$ cat src/rtl/router_sync_ctrl_pkg.sv
// Shared types and constants for the router destination controller.
// Destination address 2'b11 selects no FIFO.
package router_pkg;

  localparam int unsigned NUM_PORTS       = 3;
  localparam int unsigned TIMEOUT_DEFAULT = 30;
  localparam int unsigned ADDR_W          = 2;

  typedef logic [ADDR_W-1:0]    addr_t;
  typedef logic [NUM_PORTS-1:0] port_vec_t;

  localparam addr_t ADDR_INVALID = 2'b11;

  typedef enum logic [ADDR_W-1:0] {
    DEST_0    = 2'b00,
    DEST_1    = 2'b01,
    DEST_2    = 2'b10,
    DEST_NONE = ADDR_INVALID
  } dest_e;

  // One-hot FIFO select for an address; the invalid address selects nothing.
  function automatic port_vec_t dest_onehot(addr_t a);
    port_vec_t v;
    v = '0;
    for (int unsigned i = 0; i < NUM_PORTS; i++) begin
      if (a == addr_t'(i)) v[i] = 1'b1;
    end
    return v;
  endfunction

endpackage

$ cat src/rtl/router_sync_ctrl_if.sv
// FSM-side handshake between the router FSM (master) and the
// destination controller (slave).
interface router_sync_ctrl_if;

  logic                        detect_add;
  router_pkg::addr_t           data_in;
  logic                        write_enb_reg;
  router_pkg::port_vec_t       write_enb;
  logic                        fifo_full;

  modport master (
    output detect_add,
    output data_in,
    output write_enb_reg,
    input  write_enb,
    input  fifo_full
  );

  modport slave (
    input  detect_add,
    input  data_in,
    input  write_enb_reg,
    output write_enb,
    output fifo_full
  );

endinterface

$ cat src/rtl/router_sync_ctrl_timeout_ctr.sv
// Per-port drain watchdog: pulses soft_reset for one cycle after TIMEOUT
// consecutive cycles of valid data that nobody reads.
module router_timeout_ctr #(
  parameter int unsigned TIMEOUT = 30,
  parameter int unsigned CNT_W   = 5
) (
  input  logic clock,
  input  logic reset,
  input  logic vld,
  input  logic rd,
  output logic soft_reset
);

  logic [CNT_W-1:0] cnt_q, cnt_d;
  logic             soft_reset_q, soft_reset_d;
  logic             idle;

  // The pulse cycle itself is not idle, so the count sits at 0 while it is high.
  assign idle = vld & ~rd & ~soft_reset_q;

  always_comb begin
    cnt_d        = '0;
    soft_reset_d = 1'b0;
    if (idle) begin
      if (cnt_q == CNT_W'(TIMEOUT - 1)) begin
        soft_reset_d = 1'b1;
      end else begin
        cnt_d = cnt_q + 1'b1;
      end
    end
  end

  always_ff @(posedge clock) begin
    if (reset) begin
      cnt_q        <= '0;
      soft_reset_q <= 1'b0;
    end else begin
      cnt_q        <= cnt_d;
      soft_reset_q <= soft_reset_d;
    end
  end

  assign soft_reset = soft_reset_q;

endmodule

$ cat src/rtl/router_sync_ctrl.sv
// Router destination controller: latches the header address, steers the
// FSM write strobe and full flag, and watches each output for stalls.
module router_sync_ctrl
  import router_pkg::*;
#(
  parameter int unsigned TIMEOUT = TIMEOUT_DEFAULT,
  parameter int unsigned CNT_W   = 5
) (
  input  logic                clock,
  input  logic                reset,
  router_sync_ctrl_if.slave   fsm,
  input  logic                read_enb_0,
  input  logic                read_enb_1,
  input  logic                read_enb_2,
  input  logic                empty_0,
  input  logic                empty_1,
  input  logic                empty_2,
  input  logic                full_0,
  input  logic                full_1,
  input  logic                full_2,
  output logic                vld_out_0,
  output logic                vld_out_1,
  output logic                vld_out_2,
  output logic                soft_reset_0,
  output logic                soft_reset_1,
  output logic                soft_reset_2
);

  addr_t     addr_q, addr_d;
  port_vec_t rd_vec, empty_vec, full_vec, vld_vec, sr_vec;

  assign rd_vec    = {read_enb_2, read_enb_1, read_enb_0};
  assign empty_vec = {empty_2, empty_1, empty_0};
  assign full_vec  = {full_2, full_1, full_0};
  assign vld_vec   = ~empty_vec;

  always_comb begin
    addr_d = addr_q;
    if (fsm.detect_add) addr_d = fsm.data_in;
  end

  always_ff @(posedge clock) begin
    if (reset) addr_q <= '0;
    else       addr_q <= addr_d;
  end

  // Steering uses the registered address, so a header strobe coinciding
  // with a write still targets the previous destination.
  always_comb begin
    fsm.write_enb = '0;
    if (fsm.write_enb_reg) fsm.write_enb = dest_onehot(addr_q);
  end

  always_comb begin
    fsm.fifo_full = 1'b0;
    case (dest_e'(addr_q))
      DEST_0:  fsm.fifo_full = full_vec[0];
      DEST_1:  fsm.fifo_full = full_vec[1];
      DEST_2:  fsm.fifo_full = full_vec[2];
      default: fsm.fifo_full = 1'b0;
    endcase
  end

  for (genvar g = 0; g < NUM_PORTS; g++) begin : g_port
    router_timeout_ctr #(
      .TIMEOUT (TIMEOUT),
      .CNT_W   (CNT_W)
    ) u_timeout (
      .clock      (clock),
      .reset      (reset),
      .vld        (vld_vec[g]),
      .rd         (rd_vec[g]),
      .soft_reset (sr_vec[g])
    );
  end

  assign vld_out_0    = vld_vec[0];
  assign vld_out_1    = vld_vec[1];
  assign vld_out_2    = vld_vec[2];
  assign soft_reset_0 = sr_vec[0];
  assign soft_reset_1 = sr_vec[1];
  assign soft_reset_2 = sr_vec[2];

endmodule

$ cat src/flat_wrapper.sv
// flat-port wrapper written by rule: the top's interface ports become plain ports
module router_sync_ctrl_flat import router_pkg::*;
#(
  parameter int unsigned TIMEOUT = TIMEOUT_DEFAULT,
  parameter int unsigned CNT_W   = 5
)
  (clock, reset, read_enb_0, read_enb_1, read_enb_2, empty_0, empty_1, empty_2, full_0, full_1, full_2, vld_out_0, vld_out_1, vld_out_2, soft_reset_0, soft_reset_1, soft_reset_2, fsm_detect_add, fsm_data_in, fsm_write_enb_reg, fsm_write_enb, fsm_fifo_full);
  router_sync_ctrl_if fsm_i ();
  input  logic clock;
  input  logic reset;
  input  logic read_enb_0;
  input  logic read_enb_1;
  input  logic read_enb_2;
  input  logic empty_0;
  input  logic empty_1;
  input  logic empty_2;
  input  logic full_0;
  input  logic full_1;
  input  logic full_2;
  output logic vld_out_0;
  output logic vld_out_1;
  output logic vld_out_2;
  output logic soft_reset_0;
  output logic soft_reset_1;
  output logic soft_reset_2;
  input wire logic [$bits(fsm_i.detect_add)-1:0] fsm_detect_add;
  input wire logic [$bits(fsm_i.data_in)-1:0] fsm_data_in;
  input wire logic [$bits(fsm_i.write_enb_reg)-1:0] fsm_write_enb_reg;
  output wire logic [$bits(fsm_i.write_enb)-1:0] fsm_write_enb;
  output wire logic [$bits(fsm_i.fifo_full)-1:0] fsm_fifo_full;
  assign fsm_i.detect_add = fsm_detect_add;
  assign fsm_i.data_in = fsm_data_in;
  assign fsm_i.write_enb_reg = fsm_write_enb_reg;
  assign fsm_write_enb = fsm_i.write_enb;
  assign fsm_fifo_full = fsm_i.fifo_full;
  router_sync_ctrl #(.TIMEOUT(TIMEOUT), .CNT_W(CNT_W)) u_core (.clock(clock), .reset(reset), .fsm(fsm_i), .read_enb_0(read_enb_0), .read_enb_1(read_enb_1), .read_enb_2(read_enb_2), .empty_0(empty_0), .empty_1(empty_1), .empty_2(empty_2), .full_0(full_0), .full_1(full_1), .full_2(full_2), .vld_out_0(vld_out_0), .vld_out_1(vld_out_1), .vld_out_2(vld_out_2), .soft_reset_0(soft_reset_0), .soft_reset_1(soft_reset_1), .soft_reset_2(soft_reset_2));
endmodule
$ cat config.mk
export PLATFORM = sky130hd
export DESIGN_NAME = router_sync_ctrl_flat
export DESIGN_NICKNAME = d
export VERILOG_FILES = /design/src/rtl/router_sync_ctrl_pkg.sv /design/src/rtl/router_sync_ctrl_if.sv /design/src/rtl/router_sync_ctrl_timeout_ctr.sv /design/src/rtl/router_sync_ctrl.sv /design/src/flat_wrapper.sv
export SDC_FILE = /design/constraint.sdc
export NUM_CORES = 1
export LEC_CHECK = 0
export CAP_MARGIN = 40
export CORE_UTILIZATION = 48
export DETAILED_ROUTE_END_ITERATION = 8
export GPL_TIMING_DRIVEN = 0
export MAX_ROUTING_LAYER = met4
export PLACE_DENSITY = 0.91
export SYNTH_ARGS = -nofsm -noshare
export SYNTH_HDL_FRONTEND = slang
export SYNTH_HIERARCHICAL = 1
export SYNTH_SLANG_ARGS = --single-unit
export TNS_END_PERCENT = 5
$ cat constraint.sdc
create_clock -name clock -period 1.9 [get_ports clock]
set_input_delay 0.19 -clock clock [delete_from_list [all_inputs] [get_ports clock]]
set_output_delay 0.19 -clock clock [all_outputs]
set_load 0.005 [all_outputs]
# Word-level counts from Yosys, hierarchy flattened
# Cells that the tools add are included.
# W data, S select, Z words.
[totals] regBits=20 latch_bits=0 ram_bits=0 rom_bits=0 input_bits=15 output_inout_bits=10 n_memories=0
[classes] n_addsub=3 mul=0 div=0 n_lt_le_gt_ge=0 n_eq_ne=5 shifts=0 n_mux=8 bitwise=16 n_reduce_logical=7
[ops] cell="$add A5 B1 Y5 const B" n=3
[ops] cell="$eq A5 B5 Y1 const B" n=3
[ops] cell="$not A1 Y1" n=9
[ops] cell="$reduce_or A3 Y1" n=3
[ops] cell="$and A1 B1 Y1" n=6
[ops] cell="$mux W1" n=6
[ops] cell="$reduce_or A2 Y1" n=3
[ops] cell="$mux W3" n=1
[ops] cell="$not A3 Y3" n=1
[ops] cell="$pmux W1 S3" n=1
[ops] cell="$eq A2 B1 Y1 const B" n=1
[ops] cell="$eq A2 B2 Y1 const B" n=1
[ops] cell="$logic_not A2 Y1" n=1

# Logic depth before layout (Yosys ltp)
[logic_depth] word_depth=5 mapped_depth=5

# Cells and area by module
# Netlist, hierarchy kept.
[modules_own_cells] module="router_timeout_ctr" instances=3 cells_each=23 area_each_um2=237.7 seq_area_each_um2=120.1
[modules_own_cells] module="router_sync_ctrl" instances=1 cells_each=15 area_each_um2=128.9 seq_area_each_um2=40.0

# Worst setup path after synthesis
# No wires, ideal clock.
[synth_path] kind="register to register" from="register u_core.g_port[0].u_timeout.cnt_q[0]" to="register u_core.g_port[0].u_timeout.cnt_q[4]" setup_ns=0.114 t_arrival_ns=0.799 required_time_ns=1.786 setup_slack_ns=0.987 stages_incl_launch_ff=5 path_buffers=0 period_less_slack_ns=0.913 path_cell_list="dfxtp_1 > ha_1 > nand3_1 > xor2_1 > nor2_1"
[synth_via] elab_chain_len=2 elab_cells_between_ends=3
[synth_lines] element="from (decl)" line_no="router_sync_ctrl_timeout_ctr.sv:14" rtl="logic [CNT_W-1:0] cnt_q, cnt_d;"
[synth_lines] element="from (signal assigned)" line_no="router_sync_ctrl_timeout_ctr.sv:38" rtl="cnt_q <= cnt_d;"
[synth_lines] element="branches (longest 2 deep; another with $add A5 B1 Y5)"
# Several ways; the timed one is not identified.
# A chain may end at the register's enable or synchronous reset.

# Worst setup path after layout
[layout_path] from="register u_core.addr_q[0]" to="output port fsm_fifo_full"
[layout_via] elab_chain_len=2 elab_cells_between_ends=4
[layout_lines] element="from (decl)" line_no="router_sync_ctrl.sv:29" rtl="addr_t addr_q, addr_d;"
[layout_lines] element="from (signal assigned)" line_no="router_sync_ctrl.sv:44" rtl="else addr_q <= addr_d;"
[layout_lines] element="$eq A2 B2 Y1 (tied with other cells)" line_no="router_sync_ctrl.sv:56" rtl="case (dest_e'(addr_q))"
[layout_lines] element="$pmux W1 S3 *" line_no="router_sync_ctrl.sv:56"
[layout_lines] element="to (decl)" line_no="flat_wrapper.sv:30" rtl="output wire logic [$bits(fsm_i.fifo_full)-1:0] fsm_fifo_full;"
# Every way passes the cells marked *; elsewhere a longest branch is shown, timed or not.

==> out/metrics.json <==
{
  "power.internal_uw": 595.7,
  "critPathCapture": "fsm_fifo_full",
  "dieWidth_microns": 43.89,
  "netlist_instances": 84,
  "p_comb_share_pct": 10.4,
  "layout.cells.most_common_list": "24 x sky130_fd_sc_hd__clkdlybuf4s50_1, 20 x sky130_fd_sc_hd__dfxtp_1, 17 x sky130_fd_sc_hd__nor2_1",
  "sequential_power_share_pct": 57.8,
  "finalInstanceArea_sq_um": 1139,
  "finalWorstPathRequiredPeriod_ps": 1631,
  "grt_first_pass_wirelength_microns": 2649,
  "num-fill-cells": 109,
  "initial_utilization_pct": 53.41,
  "count_of_tritonroute_iterations_in_the_first_routing_pass": 8,
  "numCtsBuffers": 3,
  "report.final.slew_viol_count": 0,
  "drv.max_cap_violation_count": 0,
  "grt_antenna_before_repair": 0,
  "routed_wire_length_per_instance_microns": 12.27,
  "die_height_microns": 43.89,
  "grt_pass1_vias": 662,
  "setup_slack_reg_to_reg_ps": 870,
  "arrival_time_at_the_worst_endpoint_ps": 1440,
  "cts_root_buf": "sky130_fd_sc_hd__clkbuf_4",
  "max_slew.worst_pin.slew_ps": 297.7,
  "switching_share_pct": 20.25,
  "worst_setup_path_end_kind": "primary output",
  "setup.worst_path.start": "u_core/addr_q[0]",
  "vias": 662,
  "critical_path_class": "reg -> out",
  "crit_path_max_fanout": 6,
  "fmax_mhz": 613.2,
  "most_common_cell_after_layout_fill_and_taps_aside": "sky130_fd_sc_hd__clkdlybuf4s50_1",
  "detail_route.iter0.violations": 11,
  "via_density_per_instance": 5.172,
  "ioPinCount": 25,
  "p_sw_uw": 151.3,
  "post_layout_nonfiller_instances": 128,
  "count_of_buffers_inserted_at_the_top_level_ports": 24,
  "die_area_sq_um": 1926,
  "outcome": "complete, but fails checks",
  "tritoncts": "yes",
  "synth.largest_area_cell": "sky130_fd_sc_hd__dfxtp_1",
  "violations": "design-rule violations",
  "synth.top_cells.by_area": "sky130_fd_sc_hd__dfxtp_1 48%, sky130_fd_sc_hd__ha_1 8.9%, sky130_fd_sc_hd__nor2_1 7.6%",
  "number_of_cells_upsized_or_downsized_after_cts": 0,
  "synth-seq-area-share_pct": 47.55,
  "ir_drop_mv": 0.4831,
  "post_synth.cell_area_avg_sq_um": 10.02,
  "final_nets": 134,
  "antenna_cells": 0,
  "place_worst_setup_slack_ps": 316.4,
  "clock_path_buffers": 2,
  "cts_hold_buf": 0,
  "layout-area-overhead-vs-synth_pct": 35.22,
  "synth.cell_area_sq_um": 842.1,
  "maximum_number_of_pins_on_one_net_before_global_route_repair": 12,
  "timing.critical_path.from_type": "register",
  "detail_route.wirelength_microns": 1571,
  "worstRegToRegCells": 4,
  "synthesized_nets": 105,
  "antenna_violating_nets_post_route": 0,
  "groute.usage.overall_pct": 19.27,
  "rows": 14,
  "final_worst_path_cycle_share_pct": 85.83,
  "final.setup.tns_ps": 0,
  "placeableCoreArea_sq_um": 1577,
  "critical_path_required_ps": 1710,
  "relSlewSlack_pct": 80.10,
  "globalplace.congestion": 0.6705,
  "cts.repair_timing.setup_buffer_count": 0,
  "grt_setup_unrepaired": "no",
  "power.leakage_uw": 0.0004368,
  "clk_pin_slew_ps": 100,
  "holdCritPathClass": "reg -> reg",
  "total_of_flip_flops_plus_latches_after_synthesis": 20,
  "post-dp-hpwl_microns": 1223,
  "place_area_sq_um": 1102,
  "fraction_of_final_layout_cells_with_drive_strength_greater_than_1_pct": 10.71,
  "ys_types": 16,
  "finalWorstSetupSlack_ps": 269.2,
  "htree_num_levels": 1,
  "yosys_warnings": 6,
  "finalCoreUtilization_pct": 72.22,
  "cts_sinks": 20,
  "fin_worst_skew_ps": 1.051,
  "clk-insertion-delay-late_ps": 290,
  "final_hold_viol_count": 0,
  "power-per-cell-area_nw_per_um2": 656.0,
  "dpl.cell_count": 124,
  "setup_violations": 0,
  "remaining_drc_errors": 5,
  "crit_reg_reg_endpoint": "u_core/g_port[1].u_timeout/cnt_q[4]",
  "power_frac_clock_pct": 31.8,
  "reg2reg_from": "u_core/g_port[1].u_timeout/cnt_q[0]",
  "yosys.area.top_type_share_pct": 47.55,
  "grt-ovfl-total": 0
}
[through the flow]
stage / hold WS, ps / total power [uW]
2_1_floorplan: 262.4 / 465.0
3_3_place_gp: 445.7 / 516.9
3_5_place_dp: 463.3 / 519.4
4_1_cts: 488.4 / 755.0
5_1_grt: 511.1 / 781.0
6_report: 482.0 / 747.0
[kinds of logic after synthesis]
family                     share of synthesized area, %
AOI/OAI and AO/OA                                0.5938
muxes                                             3.566
xor gates and xnor gates                          9.362
adders and majority gates                         8.915
DFF                                               47.55
and+or+nand+nor                                   27.34
buffers and inverters                             2.674
[cells in the mapped netlist]
cell type	number
sky130_fd_sc_hd__nor2_1	17
sky130_fd_sc_hd__xnor2_1	3
sky130_fd_sc_hd__dfxtp_1	20
sky130_fd_sc_hd__inv_1	6
sky130_fd_sc_hd__nor2b_1	3
sky130_fd_sc_hd__nor3b_1	1
sky130_fd_sc_hd__o21ai_1	1
sky130_fd_sc_hd__nor4b_2	3
sky130_fd_sc_hd__mux2i_1	3
sky130_fd_sc_hd__and3b_2	2
sky130_fd_sc_hd__ha_1	6
sky130_fd_sc_hd__nand3_1	6
sky130_fd_sc_hd__xor2_1	6
sky130_fd_sc_hd__nand4_1	3
sky130_fd_sc_hd__nand2_2	3
sky130_fd_sc_hd__nand3b_1	1
[how the worst min path moves through the flow]
stage / start / end / slack [ps] / cells past startpoint
floorplan: reset / u_core/addr_q[0] / 260 / 1
global placement: u_core/g_port[2].u_timeout/cnt_q[0] / u_core/g_port[2].u_timeout/cnt_q[0] / 450 / 1
detailed placement: u_core/g_port[0].u_timeout/cnt_q[0] / u_core/g_port[0].u_timeout/cnt_q[0] / 460 / 1
CTS: u_core/g_port[0].u_timeout/cnt_q[0] / u_core/g_port[0].u_timeout/cnt_q[0] / 490 / 1
global route: u_core/g_port[2].u_timeout/cnt_q[0] / u_core/g_port[2].u_timeout/cnt_q[0] / 510 / 1
finish: u_core/g_port[0].u_timeout/cnt_q[0] / u_core/g_port[0].u_timeout/cnt_q[0] / 480 / 1
[layer usage]
metal | vias up | GRT usage [%] | wire [microns]
met5 | - | - | 0
met3 | 4 | 4.583 | 134
met4 | 0 | 9.091 | 24
li1 | 334 | - | -
met2 | 27 | 31.94 | 729
met1 | 297 | 21.76 | 683
[worst max-delay path: stages, from the launching register on]
cell                              delay [ps]
sky130_fd_sc_hd__dfxtp_1                 430
sky130_fd_sc_hd__mux2i_1                 100
sky130_fd_sc_hd__o21ai_1                 110
sky130_fd_sc_hd__clkdlybuf4s50_1         510
[sequential cells by signal (all words and copies together) (netlist names)]
signal                              cells
u_core/addr_q                           2
u_core/g_port.u_timeout/soft_reset      3
u_core/g_port.u_timeout/cnt_q          15
[final cells by class]
class / instances / area, sq um / area share, %
clock buffers: 4 / 36.28 / 3.187
repair buffers: 24 / 240.2 / 21.10
flip-flops and latches: 20 / 400.4 / 35.16
multi-input cells: 58 / 419.2 / 36.81
inverters: 6 / 22.52 / 1.978
well taps: 16 / 20.02 / 1.758
[power by group through the flow]
stage                     Combinational (uW)  Sequential, uW  Clock (uW)
after detailed placement                77.9             442           0
final                                   77.4             432         238
after floorplan                         25.3             440           0
after global placement                  76.3             441           0
after CTS                               78.3             432         245
after global routing                    85.2             433         263
Note: power is estimated with default switching activity, not from simulation.
